### config.mk
export PLATFORM = sky130hd
export DESIGN_NAME = uart_tx_buffer
export DESIGN_NICKNAME = d
export VERILOG_FILES = /design/src/rtl/uart_pkg.sv /design/src/rtl/uart_sync_fifo.sv /design/src/rtl/uart_tx_buffer.sv
export SDC_FILE = /design/constraint.sdc
export NUM_CORES = 1
export LEC_CHECK = 0
export BUFFER_PORTS_ARGS = -buffer_cell sky130_fd_sc_hd__buf_2
export CAP_MARGIN = 10
export CORE_MARGIN = 1
export CORE_UTILIZATION = 55
export CTS_CLUSTER_SIZE = 24
export DETAILED_ROUTE_END_ITERATION = 10
export PLACE_DENSITY = 0.81
export SETUP_SLACK_MARGIN = 0.02
export SYNTH_ARGS = -nofsm -noshare
export SYNTH_HDL_FRONTEND = slang
export SYNTH_SLANG_ARGS = --single-unit
### constraint.sdc
create_clock -name clk_i -period 3.1 [get_ports clk_i]
set_input_delay 0.465 -clock clk_i [delete_from_list [all_inputs] [get_ports clk_i]]
set_output_delay 0.465 -clock clk_i [all_outputs]
set_load 0.03 [all_outputs]
### src/rtl/uart_pkg.sv
// Shared UART types: the data byte and the transmit-buffer handshake states.
package uart_pkg;
  typedef logic [7:0] uart_data_t;
  typedef enum logic [1:0] {IDLE, SEND, WAIT_ACK} tx_buf_state_e;
endpackage

### src/rtl/uart_sync_fifo.sv
// Single-clock byte FIFO with occupancy count; flush wins over any same-cycle write or read.
module uart_sync_fifo
  import uart_pkg::*;
#(
  parameter int DEPTH = 16
) (
  input  logic                     clk_i,
  input  logic                     rst_i,
  input  logic                     wr_en_i,
  input  uart_data_t               wr_data_i,
  input  logic                     rd_en_i,
  input  logic                     flush_i,
  output uart_data_t               rd_data_o,
  output logic [$clog2(DEPTH):0]   level_o,
  output logic                     full_o,
  output logic                     empty_o
);
  localparam int AW = $clog2(DEPTH);
  localparam int LW = AW + 1;

  uart_data_t        mem [DEPTH];
  logic [AW-1:0]     wptr_q, wptr_d, rptr_q, rptr_d;
  logic [LW-1:0]     level_q, level_d;
  logic              wr_ok, rd_ok;

  assign full_o    = (level_q == LW'(DEPTH));
  assign empty_o   = (level_q == '0);
  assign level_o   = level_q;
  assign rd_data_o = mem[rptr_q];

  assign wr_ok = wr_en_i & ~full_o & ~flush_i;
  assign rd_ok = rd_en_i & ~empty_o & ~flush_i;

  always_comb begin
    wptr_d  = wptr_q;
    rptr_d  = rptr_q;
    level_d = level_q;
    if (flush_i) begin
      wptr_d  = '0;
      rptr_d  = '0;
      level_d = '0;
    end else begin
      // Pointers are exactly AW bits wide, so +1 wraps DEPTH-1 -> 0.
      if (wr_ok) wptr_d = wptr_q + 1'b1;
      if (rd_ok) rptr_d = rptr_q + 1'b1;
      case ({wr_ok, rd_ok})
        2'b10:   level_d = level_q + 1'b1;
        2'b01:   level_d = level_q - 1'b1;
        default: level_d = level_q;
      endcase
    end
  end

  always_ff @(posedge clk_i or posedge rst_i) begin
    if (rst_i) begin
      wptr_q  <= '0;
      rptr_q  <= '0;
      level_q <= '0;
    end else begin
      wptr_q  <= wptr_d;
      rptr_q  <= rptr_d;
      level_q <= level_d;
    end
  end

  always_ff @(posedge clk_i) begin
    if (wr_ok) mem[wptr_q] <= wr_data_i;
  end
endmodule

### src/rtl/uart_tx_buffer.sv
// Transmit FIFO feeding UART_tx: pops one byte at a time through a send/ready
// handshake and reports fill level, watermark and sticky overflow.
module uart_tx_buffer
  import uart_pkg::*;
#(
  parameter int DEPTH  = 16,
  parameter int THRESH = 4
) (
  input  logic                   clk_i,
  input  logic                   rst_i,
  input  logic                   wr_en_i,
  input  uart_data_t             wr_data_i,
  input  logic                   flush_i,
  input  logic                   tx_en_i,
  input  logic                   ovf_clr_i,
  input  logic                   tx_data_ready_i,
  output uart_data_t             tx_data_o,
  output logic                   send_o,
  output logic                   full_o,
  output logic                   empty_o,
  output logic [$clog2(DEPTH):0] level_o,
  output logic                   tx_low_o,
  output logic                   overflow_o
);
  localparam int LW = $clog2(DEPTH) + 1;

  tx_buf_state_e state_q, state_d;
  uart_data_t    tx_data_q, tx_data_d, head;
  logic          send_q, ovf_q, ovf_d, pop;

  uart_sync_fifo #(.DEPTH(DEPTH)) u_fifo (
    .clk_i     (clk_i),
    .rst_i     (rst_i),
    .wr_en_i   (wr_en_i),
    .wr_data_i (wr_data_i),
    .rd_en_i   (pop),
    .flush_i   (flush_i),
    .rd_data_o (head),
    .level_o   (level_o),
    .full_o    (full_o),
    .empty_o   (empty_o)
  );

  // A pop is suppressed while flushing so a cleared byte is never launched.
  always_comb begin
    state_d   = state_q;
    tx_data_d = tx_data_q;
    pop       = 1'b0;
    case (state_q)
      IDLE: begin
        if (tx_en_i && !empty_o && tx_data_ready_i && !flush_i) begin
          pop       = 1'b1;
          tx_data_d = head;
          state_d   = SEND;
        end
      end
      SEND:     state_d = WAIT_ACK;
      WAIT_ACK: if (!tx_data_ready_i) state_d = IDLE;
      default:  state_d = IDLE;
    endcase
  end

  // Dropped write beats a same-cycle clear; a flushed write is not a drop.
  always_comb begin
    ovf_d = ovf_q;
    if (wr_en_i && full_o && !flush_i) ovf_d = 1'b1;
    else if (ovf_clr_i)                ovf_d = 1'b0;
  end

  always_ff @(posedge clk_i or posedge rst_i) begin
    if (rst_i) begin
      state_q   <= IDLE;
      tx_data_q <= '0;
      send_q    <= 1'b0;
      ovf_q     <= 1'b0;
    end else begin
      state_q   <= state_d;
      tx_data_q <= tx_data_d;
      send_q    <= (state_d == SEND);
      ovf_q     <= ovf_d;
    end
  end

  assign tx_data_o  = tx_data_q;
  assign send_o     = send_q;
  assign overflow_o = ovf_q;
  assign tx_low_o   = (level_o <= LW'(THRESH));
endmodule

-- Yosys cells after proc, flatten, opt, wreduce, memory -nomap -nowiden
Memories as Yosys holds them, arrays and structs flattened. A register that Yosys moved wholly into a read port is not among the register bits.
Cells that the tools add are included.
- eq/ne operators: 6
- muxes and demuxes: 15
- bitwise operators: 7
- reduce and logical (&&, ||, !) cells: 14
- magnitude comparators: 1
- add/subtract/negate cells: 4
- operators by type and width (operator ; number):
    4-bit two-way mux ; 4
    5-bit one-hot mux with 2 select lines ; 1
    4-bit by 1-bit adder with 4-bit output, second input constant ; 2
    2-bit by 1-bit == test with 1-bit output, second input constant ; 3
    1-bit two-way mux ; 6
    2-bit one-hot mux with 3 select lines ; 1
    2-bit nonzero test ; 3
    5-bit by 1-bit adder with 5-bit output, second input constant ; 1
    5-bit == test, second input constant ; 1
    5-bit by 3-bit <= comparator with 1-bit output, second input constant ; 1
    1-bit logical AND ; 5
    5-bit logical NOT ; 1
    5-bit two-way mux ; 1
    5-bit by 1-bit subtractor with 5-bit output, second input constant ; 1
    1-bit bitwise AND ; 4
    2-bit == test, second input constant ; 2
    2-bit two-way mux ; 2
    1-bit NOT ; 3
    3-bit nonzero test ; 1
    1-bit logical NOT ; 2
    2-bit logical NOT ; 1
    2-bit AND reduction ; 1
- output and inout port bits: 18
- register bits after elaboration: 17
- bits of input ports: 15
- word-level logic and storage cells: 54
- memory bits (writable): 128
- memories kept: 1
- memory list (memory ; depth ; bits a word ; read ports ; clocked after memory_dff ; write ports ; line ; text):
    u_fifo.mem ; 16 ; 8 ; 1 ; 1 ; 1 ; uart_sync_fifo.sv:21 ; uart_data_t mem [DEPTH];

-- Logic depth before layout (Yosys ltp)
- word-level depth: 12
- depth in mapped cells: 12
- mapped depth without buffers: 12

-- Hierarchy
From an unflattened synthesis, not the netlist that was laid out.
- cell total of the unflattened synthesis: 332
- area total of the unflattened synthesis: 6443.7 µm²
- modules (own cells, without submodules) (module ; area each (µm²) ; sequential area each (µm²) ; cells each ; instances):
    uart_sync_fifo ; 5923.2 ; 4169.0 ; 299 ; 1
    uart_tx_buffer ; 520.5 ; 300.3 ; 33 ; 1

-- Worst setup path after synthesis
No wires, ideal clock.
- path type: reg-to-reg
- start: register u_fifo.level_q[0], in the netlist u_fifo.level_o[0]
- end: register u_fifo.level_q[4], in the netlist u_fifo.level_o[4]
- buffers on the path: 0
- slack: 267 ps
- arrival time: 2751 ps
- data required time: 3018 ps
- setup time: 82 ps
- cell stages (with the launch flop): 13
- period minus slack after synthesis: 2833 ps
- path through: dfrtp_1 > nor4_4 > and2_4 > or2_4 > inv_4 > nand2_1 > inv_1 > ha_1 > nand2b_1 > a21oi_1 > or4_1 > a21o_1 > a31oi_1
- longest elaborated chain between the ends: 12
- elaborated cells on any way between the ends: 21
- classes of those cells: 2 x add/sub; 3 x eq/ne; 4 x mux; 6 x bitwise; 6 x reduce/logical
- RTL lines (item ; line ; text):
    start: declaration ; uart_sync_fifo.sv:23 ; logic [LW-1:0] level_q, level_d;
    start signal: assignment ; uart_sync_fifo.sv:62 ; level_q <= level_d;
    5-bit logical NOT * ; uart_sync_fifo.sv:27 ; assign empty_o = (level_q == '0);
    via empty_o ; uart_tx_buffer.sv:20 ; output logic empty_o,
    1-bit logical NOT ; uart_tx_buffer.sv:51 ; if (tx_en_i && !empty_o && tx_data_ready_i && !flush_i) begin
    1-bit logical AND (3 in a row) ; uart_tx_buffer.sv:51 ;
    1-bit two-way mux ; uart_tx_buffer.sv:51 ;
    1-bit two-way mux ; uart_tx_buffer.sv:49 ; case (state_q)
    1-bit bitwise AND * (2 in a row) ; uart_sync_fifo.sv:32 ; assign rd_ok = rd_en_i & ~empty_o & ~flush_i;
    2-bit by 1-bit == test with 1-bit output / 2-bit == test (equally long branches) ; uart_sync_fifo.sv:46 ; case ({wr_ok, rd_ok})
    5-bit one-hot mux with 2 select lines ; uart_sync_fifo.sv:46 ;
    5-bit two-way mux ; uart_sync_fifo.sv:38 ; if (flush_i) begin
Mark *: on every way through the listed nets, which the timed path passes. The rest lies on a longest branch.
A chain may end at the register's enable or synchronous reset.

-- Worst setup path in the final report
- start: register u_fifo.level_q[3], in the netlist u_fifo.level_o[3]
- end: register u_fifo.level_q[4], in the netlist u_fifo.level_o[4]
- longest elaborated chain between the ends: 12
- elaborated cells on any way between the ends: 21
- classes of those cells: 2 x add/sub; 3 x eq/ne; 4 x mux; 6 x bitwise; 6 x reduce/logical
- RTL lines (item ; line):
    5-bit logical NOT ; uart_sync_fifo.sv:27
    1-bit logical NOT ; uart_tx_buffer.sv:51
    1-bit logical AND (3 in a row) ; uart_tx_buffer.sv:51
    1-bit two-way mux ; uart_tx_buffer.sv:51
    1-bit two-way mux ; uart_tx_buffer.sv:49
    1-bit bitwise AND (2 in a row) ; uart_sync_fifo.sv:32
    2-bit by 1-bit == test with 1-bit output / 2-bit == test (equally long branches) ; uart_sync_fifo.sv:46
    5-bit one-hot mux with 2 select lines ; uart_sync_fifo.sv:46
    5-bit two-way mux ; uart_sync_fifo.sv:38
Several ways; a longest one is shown, not always the timed one.

==> metrics <==
critical path fanouts, max 11; startpoint of the lowest-slack hold path ovf_clr_i; Final Slew Violations 0; status finished clean; total wire length after detailed routing 12.4 mm; clk sink count 153; RR Startpoint u_fifo.level_o[3]; ys flop type sky130_fd_sc_hd__edfxtp_1; Max-Cap Viols 0; setup repair after global routing missed its margin no; Hold Path Depth 2; cell type with the highest aggregate area in the netlist sky130_fd_sc_hd__edfxtp_1; global-route wire length before repair 19.0 mm; worst slew slack as a fraction of its limit 34.6%; row cnt 38; length in cells of the worst reg-to-reg path 12; maximum clock frequency 346 MHz; final instance area 7220 um^2; horizontal die dimension between 100 and 150 um; area after detailed placement between 6000 and 7000 um^2; most instantiated cells after synthesis 128 x sky130_fd_sc_hd__edfxtp_1, 32 x sky130_fd_sc_hd__mux4_2, 25 x sky130_fd_sc_hd__dfrtp_1; endpoint of the worst hold path overflow_o; kind of critical path reg2reg; total number of vias 3268; number of DRC violations after detailed-routing iteration 0 325; FF-to-FF setup slack 0.21 ns; clock root buffer sky130_fd_sc_hd__clkbuf_16; Hold/Removal Path Class in2reg; aggregate global-route resource usage 23.3%; pre-CTS setup slack 0.0722 ns; post-route antenna net violation count 0; die height 109 um; final critical path time including I/O delays and setup just under 3 ns; EDFF count, synth 128; clock latency on the worst-skew pair 0.41 ns; worst setup margin 0.213 ns; Starting Density between 50 and 60%; CTS tree yes; count of yosys warnings during synthesis 0; number of design rule violations left after detail routing 0; Critical path origin u_fifo.level_o[3]; top sig layer met4; type of destination of the critical path register; total of flip-flops plus latches after synthesis approximately 150; Synth top area share 61.4%; pin slew with the least headroom to its limit 0.981 ns; count of unique library cells instantiated by Yosys 42; capture instance of the worst register-to-register path u_fifo.level_o[4]; proportion of register bits with asynchronous set or reset after synthesis about 16%; worst clock skew between 0.006 and 0.007 ns; H-tree depth reported by CTS 4; pin count of the biggest net entering global routing 26; total nets after synthesis between 300 and 400; post-route setup TNS 0 ns; critical path required time 3.44 ns; synthesized area per cell around 18 um^2; maximum resistive drop on vdd 0.535 mV; power per cell area roughly 690 nW/um^2; total congestion overflow 0; kind of launch point of the worst setup path register; antenna violations before repair 0; full die area 11800 um^2; top-count cell post-synth sky130_fd_sc_hd__edfxtp_1; layout overhead on the synthesized area 15.3%; # port buffers 32; proportion of layout cells with a drive suffix above 1 27.9%; vias per cell just over 6; detailed-routing iteration count for the pre-antenna-repair pass 7; net count reported at finish roughly 410; Detail Placement HPWL 7.71 mm; number of inserted diodes 0; number of endpoints failing setup at the final stage 0; cells after synthesis 343; combined area of all synthesized cells ~6300 um^2; met2 WL 6.44 mm; Max clock buf depth 2; met3 layer wire length in the routed design 858 um; leakage power of the design approximately 0.0025 uW; number of top-level pins 33; vias in the first global route ~3300; critical path arrival 3.22 ns; final hold violation count 0; cell types with the largest area share after synthesis sky130_fd_sc_hd__edfxtp_1 61%, sky130_fd_sc_hd__mux4_2 12%, sky130_fd_sc_hd__dfrtp_1 10%, sky130_fd_sc_hd__mux2i_1 2.9%, sky130_fd_sc_hd__and2_1 1.6%; share of synthesized area occupied by flip-flops and latches a little under three quarters; area of the core 11000 um^2; detailed-route wire length per cell between 20 and 25 um; share of the clock period used by the worst path 93.1%; met1 WL 4.96 mm; routability-driven placement congestion ratio 0.807; number of clock buffers inserted by TritonCTS 17; clock transition at the register clock pins on the worst setup and hold paths after CTS 0.06 ns
==> worst max-delay path by stage <==
stage | to | slack [ns] | depth (start not counted)
2_1_floorplan | u_fifo.level_o[4] | 0.27 | 12
3_3_place_gp | u_fifo.level_o[4] | 0.20 | 13
3_5_place_dp | u_fifo.level_o[4] | 0.07 | 13
4_1_cts | u_fifo.level_o[4] | 0.11 | 12
5_1_grt | u_fifo.level_o[4] | 0.03 | 12
6_report | u_fifo.level_o[4] | 0.21 | 12
==> area by class of cell <==
type                            count  area [um^2]
Clock buffer                       23          510
Clock inverter                      9          109
Fill cell                         698         3760
Inverter                           13         51.3
Multi-Input combinational cell    163         1680
Sequential cell                   153         4470
Tap cell                          140          175
Timing Repair Buffer               40          220
==> layout by cell type (no fill, tap or decap), types with 3 or more instances in the layout <==
cell type / instances
sky130_fd_sc_hd__inv_1: 12
sky130_fd_sc_hd__clkinv_2: 3
sky130_fd_sc_hd__mux4_2: 32
sky130_fd_sc_hd__o221ai_1: 8
sky130_fd_sc_hd__nand2_1: 19
sky130_fd_sc_hd__a21oi_1: 7
sky130_fd_sc_hd__nor2_1: 11
sky130_fd_sc_hd__nand3_1: 6
sky130_fd_sc_hd__mux2i_1: 18
sky130_fd_sc_hd__and2_1: 16
sky130_fd_sc_hd__dfrtp_2: 3
sky130_fd_sc_hd__clkbuf_16: 19
sky130_fd_sc_hd__buf_2: 32
sky130_fd_sc_hd__buf_4: 8
sky130_fd_sc_hd__dfrtp_1: 22
sky130_fd_sc_hd__nand2b_1: 4
sky130_fd_sc_hd__xnor2_1: 5
sky130_fd_sc_hd__edfxtp_1: 128
sky130_fd_sc_hd__xor2_1: 3
sky130_fd_sc_hd__ha_1: 8
==> repair_timing <==
action | 4_1_cts | 5_1_grt
hold buffers | 0 | 0
buffers inserted | 0 | 2
gates resized for setup | 0 | 2
endpoints found under the setup margin | 0 | 1
==> state kept, by name (all words and copies together) (netlist names) <==
name            count
u_fifo.wptr_q       4
overflow_o          1
send_o              1
u_fifo.mem        128
state_q             2
u_fifo.level_o      5
tx_data_o           8
u_fifo.rptr_q       4
==> through the flow <==
step,util (%),hold WS [ns],total power [uW],cells
6_report,65.7,0.255,4980,541
5_1_grt,65.7,0.267,5120,541
4_1_cts,65.6,0.249,4980,539
3_5_place_dp,59.9,0.501,2900,507
3_3_place_gp,59.9,0.468,2880,507
2_1_floorplan,-,0.492,2720,343
==> critical path, stage by stage (launching register included) <==
cell,delay [ns]
sky130_fd_sc_hd__dfrtp_2,0.44
sky130_fd_sc_hd__nor4_4,0.42
sky130_fd_sc_hd__and2_4,0.21
sky130_fd_sc_hd__or2_4,0.21
sky130_fd_sc_hd__inv_4,0.09
sky130_fd_sc_hd__nand2_1,0.11
sky130_fd_sc_hd__inv_1,0.09
sky130_fd_sc_hd__ha_1,0.32
sky130_fd_sc_hd__nand2b_1,0.09
sky130_fd_sc_hd__a21oi_1,0.10
sky130_fd_sc_hd__or4_1,0.40
sky130_fd_sc_hd__a21o_1,0.19
sky130_fd_sc_hd__a31oi_1,0.14
==> power by group <==
group	internal, uW	switching (uW)	total, uW
clock	1330	788	2110
combinational	175	312	487
sequential	2310	71.3	2380
==> cells by family after synthesis <==
family	Yosys count	synth area share, %
compound gates	25	3.08
xor+xnor	8	1.12
fa+ha+maj	9	1.92
buf+inv	27	1.80
flops	153	71.4
mux	50	14.4
simple gates	71	6.35
==> metal layers <==
layer	up-vias	track usage (%)
li1	1431	-
met1	1673	29.8
met5	-	0
met2	149	39.4
met4	0	8.88
met3	15	4.60
(Power assumes the default switching activity.)
